--- src/rtl/seq_alu.sv ---
// Handshaked sequential ALU: single-cycle logic/arith/shift ops and a WIDTH-cycle
// shift-add unsigned multiplier, with results held until the consumer takes them.
module seq_alu #(
   parameter int WIDTH = 8
) (
   input  logic             clk,
   input  logic             rst_n,
   input  logic             in_valid,
   output logic             in_ready,
   input  logic [WIDTH-1:0] a,
   input  logic [WIDTH-1:0] b,
   input  logic [2:0]       op,
   output logic             out_valid,
   input  logic             out_ready,
   output logic [WIDTH-1:0] result,
   output logic [WIDTH-1:0] result_hi,
   output logic             carry,
   output logic             overflow,
   output logic             zero
);

   localparam int SW = $clog2(WIDTH);

   localparam logic [2:0] OP_ADD = 3'b000;
   localparam logic [2:0] OP_SUB = 3'b001;
   localparam logic [2:0] OP_AND = 3'b010;
   localparam logic [2:0] OP_OR  = 3'b011;
   localparam logic [2:0] OP_XOR = 3'b100;
   localparam logic [2:0] OP_SHL = 3'b101;
   localparam logic [2:0] OP_SHR = 3'b110;
   localparam logic [2:0] OP_MUL = 3'b111;

   typedef enum logic [1:0] {IDLE, MUL, DONE} state_t;

   state_t state, next_state;

   logic                 accept;
   logic                 last_iter;
   logic [SW-1:0]        cnt;
   logic [2*WIDTH-1:0]   mcand;
   logic [WIDTH-1:0]     mplier;
   logic [2*WIDTH-1:0]   acc;
   logic [2*WIDTH-1:0]   acc_next;

   logic [WIDTH:0]       sum;
   logic [WIDTH:0]       diff;
   logic [WIDTH:0]       shl_ext;
   logic [WIDTH:0]       shr_ext;
   logic [SW-1:0]        shamt;
   logic [WIDTH-1:0]     alu_res;
   logic                 alu_carry;
   logic                 alu_ovf;

   // rst_n feeds in_ready directly so nothing can be accepted while reset is held
   assign in_ready  = (state == IDLE) && rst_n;
   assign accept    = in_valid && in_ready;
   assign out_valid = (state == DONE);
   assign last_iter = (state == MUL) && (cnt == SW'(WIDTH - 1));
   assign acc_next  = acc + (mplier[0] ? mcand : '0);

   always_ff @(posedge clk or negedge rst_n) begin
      if (!rst_n) state <= IDLE;
      else        state <= next_state;
   end

   always_comb begin
      next_state = state;
      case (state)
         IDLE:    if (accept) next_state = (op == OP_MUL) ? MUL : DONE;
         MUL:     if (last_iter) next_state = DONE;
         DONE:    if (out_ready) next_state = IDLE;
         default: next_state = IDLE;
      endcase
   end

   // The extra bit on each shift catches the last bit pushed out of the word
   always_comb begin
      sum       = {1'b0, a} + {1'b0, b};
      diff      = {1'b0, a} - {1'b0, b};
      shamt     = b[SW-1:0];
      shl_ext   = {1'b0, a} << shamt;
      shr_ext   = {a, 1'b0} >> shamt;
      alu_res   = '0;
      alu_carry = 1'b0;
      alu_ovf   = 1'b0;
      case (op)
         OP_ADD: begin
            alu_res   = sum[WIDTH-1:0];
            alu_carry = sum[WIDTH];
            alu_ovf   = (a[WIDTH-1] == b[WIDTH-1]) && (sum[WIDTH-1] != a[WIDTH-1]);
         end
         OP_SUB: begin
            alu_res   = diff[WIDTH-1:0];
            alu_carry = diff[WIDTH];
            alu_ovf   = (a[WIDTH-1] != b[WIDTH-1]) && (diff[WIDTH-1] != a[WIDTH-1]);
         end
         OP_AND: alu_res = a & b;
         OP_OR:  alu_res = a | b;
         OP_XOR: alu_res = a ^ b;
         OP_SHL: begin
            alu_res   = shl_ext[WIDTH-1:0];
            alu_carry = shl_ext[WIDTH];
         end
         OP_SHR: begin
            alu_res   = shr_ext[WIDTH:1];
            alu_carry = shr_ext[0];
         end
         default: alu_res = '0;
      endcase
   end

   always_ff @(posedge clk or negedge rst_n) begin
      if (!rst_n) begin
         result    <= '0;
         result_hi <= '0;
         carry     <= 1'b0;
         overflow  <= 1'b0;
         zero      <= 1'b0;
         mcand     <= '0;
         mplier    <= '0;
         acc       <= '0;
         cnt       <= '0;
      end else if (accept) begin
         if (op == OP_MUL) begin
            mcand  <= {{WIDTH{1'b0}}, a};
            mplier <= b;
            acc    <= '0;
            cnt    <= '0;
         end else begin
            result    <= alu_res;
            result_hi <= '0;
            carry     <= alu_carry;
            overflow  <= alu_ovf;
            zero      <= (alu_res == '0);
         end
      end else if (state == MUL) begin
         acc    <= acc_next;
         mcand  <= mcand << 1;
         mplier <= mplier >> 1;
         cnt    <= cnt + 1'b1;
         if (last_iter) begin
            result    <= acc_next[WIDTH-1:0];
            result_hi <= acc_next[2*WIDTH-1:WIDTH];
            carry     <= |acc_next[2*WIDTH-1:WIDTH];
            overflow  <= 1'b0;
            zero      <= (acc_next == '0);
         end
      end
   end

endmodule

--- config.mk ---
export PLATFORM = sky130hd
export DESIGN_NAME = seq_alu
export DESIGN_NICKNAME = d
export VERILOG_FILES = /design/src/rtl/seq_alu.sv
export SDC_FILE = /design/constraint.sdc
export NUM_CORES = 1
export LEC_CHECK = 0
export CAP_MARGIN = 0
export CORE_MARGIN = 1
export CORE_UTILIZATION = 40
export DETAILED_ROUTE_END_ITERATION = 7
export GPL_ROUTABILITY_DRIVEN = 0
export PLACE_DENSITY = 0.65
export SLEW_MARGIN = 20
export SYNTH_ARGS = -nofsm -noshare
export SYNTH_HDL_FRONTEND = slang
export SYNTH_SLANG_ARGS = --single-unit
export TNS_END_PERCENT = 10
--- constraint.sdc ---
create_clock -name clk -period 3.99 [get_ports clk]
set_input_delay 0.399 -clock clk [delete_from_list [all_inputs] [get_ports clk]]
set_output_delay 0.399 -clock clk [all_outputs]
set_load 0.005 [all_outputs]
==> summary.md <==
| Metric | Value |
|---|---|
| Outcome | `finished, final reports clean` |
| Seq/Total Area, Yosys | `29.0%` |
| Post-Route WL | `16500 um` |
| Final setup violation count | `0` |
| Antenna violations before repair | `0` |
| Slew margin rel. | `28.5%` |
| Start point of the critical path | `b[2]` |
| Worst hold slack | `approximately 0.27 ns` |
| TritonCTS clock tree | `done` |
| Avg Cell Area, Syn | `8.49 um^2` |
| Post CTS Setup Buffer Count | `0` |
| Min cycle time layout | `roughly 3.2 ns` |
| Combinational power share | `53.2%` |
| Hold WC Path Type | `input pin to async pin` |
| WL per Instance | `19.3 um` |
| Largest net degree at the start of global routing | `66` |
| Clock Power Share | `between 20% and 30%` |
| DP Wirelength | `12400 um` |
| Final Instance Area | `6400 um^2` |
| Die area | `14300 um^2` |
| Final hold viol count | `0` |
| Num ports | `44` |
| Netlist cell types | `76` |
| Vias per cell | `6.14` |
| Critical Path Sink Type | `register` |
| Crit path DAT | `3.42 ns` |
| Worst r2r src | `mplier[0]` |
| Core ar. | `13300 um^2` |
| Starting density of the core | `41.4%` |
| Top FF cell, synth | `dfrtp_1` |
| Crit path launch type | `input pin` |
| Setup_tns | `0 ns` |
| Total track usage | `about a quarter` |
| CTS Buffer Depth | `2` |
| Post-CTS Hold Buffers | `0` |
| Synth Cell Area | `~5500 um^2` |
| IO buf count | `43` |
| Post-route setup slack | `0.751 ns` |
| LEAKAGE | `2.86 nW` |
| Pint | `roughly 2.3 mW` |
| CTS sink count | `64` |
| Ant. Diodes | `0` |
| Worst VDD drop | `0.000308 V` |
| Clock Pin Slew Worst Setup and Hold Paths | `about 0.050 ns` |
| RSZ-0062 raised after global routing | `no` |
| First-pass GRT wire length | `approximately 26000 um` |
| Setup WS pre-CTS | `about 0.56 ns` |
| Grt total ovfl | `0` |
| Util after Layout | `47.9%` |
| Final worst path period share | `between 80% and 90%` |
| Sequential share of power | `26.8%` |
| # DRC | `0` |
| CTS buffer count | `9` |
| PD cells | `just over 600 nW/um^2` |
| #FFs+latches synth | `64` |
| Synth Net Count | `718` |
| R2R Setup Slk | `0.80 ns` |
| Post-DRT Antenna Nets | `0` |
| Worst slew pin tran | `1.06 ns` |
| CP Class | `input pin to register` |
| Clock insertion delay at the later pin of the skew report | `0.33 ns` |
| Worst-path fanout max | `13` |
| Sw Ratio | `approximately 43%` |
| Pins Over Slew Limit | `0` |
| Synth warn | `0` |
| Data required, critical path | `4.17 ns` |
| Core Rows | `between 40 and 50` |
| Net Switching | `between 1.5 and 2 mW` |
| Die height | `about 120 um` |
| DRT iter0 DRCs | `481` |
| Reg-to-Reg End | `carry` |
| Clock Tree Root | `clkbuf_16` |
| # H-tree levels | `3` |
| TritonRoute pass-1 iters | `5` |
| Synth Instances | `650` |
| Clock skew | `0.00495 ns` |
| Area after DPL | `6090 um^2` |
| Max-Cap Viols | `0` |
| Async SR Flop Fraction | `between 90% and 100%` |
| P&R area growth vs syn | `15.9%` |
| Die X-Extent | `between 100 and 150 um` |
| R2R cell count | `10` |
| NumNets Final | `between 700 and 800` |
| Vias in the first global route | `4958` |
| Via Count | `between 5000 and 6000` |
| Number of flops mapped to enable cells by yosys | `0` |
| Fraction of layout cells with a size suffix above 1 | `7.93%` |
| Post-CTS resize count | `0` |
| Max Freq | `309 MHz` |
## stage by stage
step | cells | total power [mW]
5_1_grt | 857 | 4.27
2_1_floorplan | 650 | 2.50
6_report | 857 | 3.99
4_1_cts | 857 | 3.99
3_3_place_gp | 841 | 3.13
3_5_place_dp | 841 | 3.16
## synthesized netlist by cell type (all sizes together), types with 4 or more instances
master	n	area, um^2
nand2	76	285
dfrtp	64	1600
nor2	44	165
ha	42	526
a21oi	38	198
inv	33	124
a22o	27	236
clkbuf	25	93.8
o21ai	23	115
and2	21	131
a31oi	19	119
buf	16	81.3
nand3	13	65.1
nor3	13	65.1
a211oi	11	82.6
a21o	11	82.6
o31ai	11	82.6
nand2b	10	62.6
nand3b	9	67.6
nor4	9	62.6
and3	7	43.8
mux4	7	158
nand4	7	43.8
mux2i	6	60.1
o211ai	6	45.0
o21a	6	45.0
xnor2	6	52.6
nor2b	5	31.3
o21bai	5	37.5
o221ai	5	43.8
a2111oi	4	41.3
a221oi	4	35.0
a22oi	4	35.0
mux2	4	45.0
o22ai	4	25.0
or3	4	25.0
## worst max path at each step
stage | endpoint | slack, ns | depth (start not counted)
2_1_floorplan | carry | 1.20 | 10
3_3_place_gp | result[5] | 0.66 | 10
3_5_place_dp | result[5] | 0.56 | 10
4_1_cts | carry | 0.80 | 10
5_1_grt | carry | 0.56 | 10
6_report | result[5] | 0.75 | 10
## layout make-up
type	instances	area, um^2
flip-flops and latches	64	1600
well taps	176	220
repair buffers	56	523
clock buffers	11	253
clock inverters	5	55.1
fillers	1303	6950
inverters	33	124
multi-input cells	512	3620
## critical path, stage by stage
cell and delay, ns:
clkdlybuf4s50_1 0.74, inv_1 0.13, ha_1 0.51, nor3_1 0.11, a2111oi_0 0.54, mux2i_1 0.18, xnor2_1 0.16, a211oi_1 0.37
mux2_2 0.23, o21ai_1 0.06
## cell families after synthesis
kind of cell	count (synthesis)	share of synthesized area (%)
AND/OR/NAND/NOR	237	22.1
AO/OA/AOI/OAI	205	26.9
buffers and inverters	74	5.42
flip-flops	64	29.0
adder cells (fa/ha/maj)	45	10.6
multiplexers	17	4.76
XOR/XNOR	8	1.27
## placed cells by master (no fill, tap or decap), drive strengths merged, types with 9 or more instances in the layout
cell type / synthesis / routed
clkbuf: 25 / 11
buf: 16 / 14
nor4: 9 / 9
inv: 33 / 33
a21o: 11 / 11
and2: 21 / 21
nand2: 76 / 76
o21ai: 23 / 23
ha: 42 / 42
nor3: 13 / 13
clkdlybuf4s50: 0 / 42
nand3: 13 / 13
a21oi: 38 / 38
a22o: 27 / 27
a211oi: 11 / 11
nor2: 44 / 44
o31ai: 11 / 11
nand3b: 9 / 9
nand2b: 10 / 10
dfrtp: 64 / 64
a31oi: 19 / 19
## state kept, by name (all words and copies together), names as in the netlist
signal / flops
zero: 1
mplier: 8
cnt: 3
mcand: 16
result_hi: 8
carry: 1
overflow: 1
result: 8
state: 2
acc: 16
## power by group through the flow
stage | Combinational (mW) | Clock [mW] | Sequential [mW]
CTS | 2.10 | 0.817 | 1.07
global route | 2.32 | 0.848 | 1.11
detailed placement | 2.08 | 0 | 1.08
global placement | 2.06 | 0 | 1.07
floorplan | 1.48 | 0 | 1.02
finish | 2.12 | 0.799 | 1.07
## layer usage
metal  part of all wire (%)  track usage (%)  up-vias  routed length [um]
met5                      0                0        -                   0
met1                     45             31.0     2530                7360
li1                       -                -     2478                   -
met3                    6.5             4.09       30                1070
met2                     46             37.0      225                7610
met4                    2.8             10.1        0                 456
No activity file was read; power rests on OpenSTA's default activity.
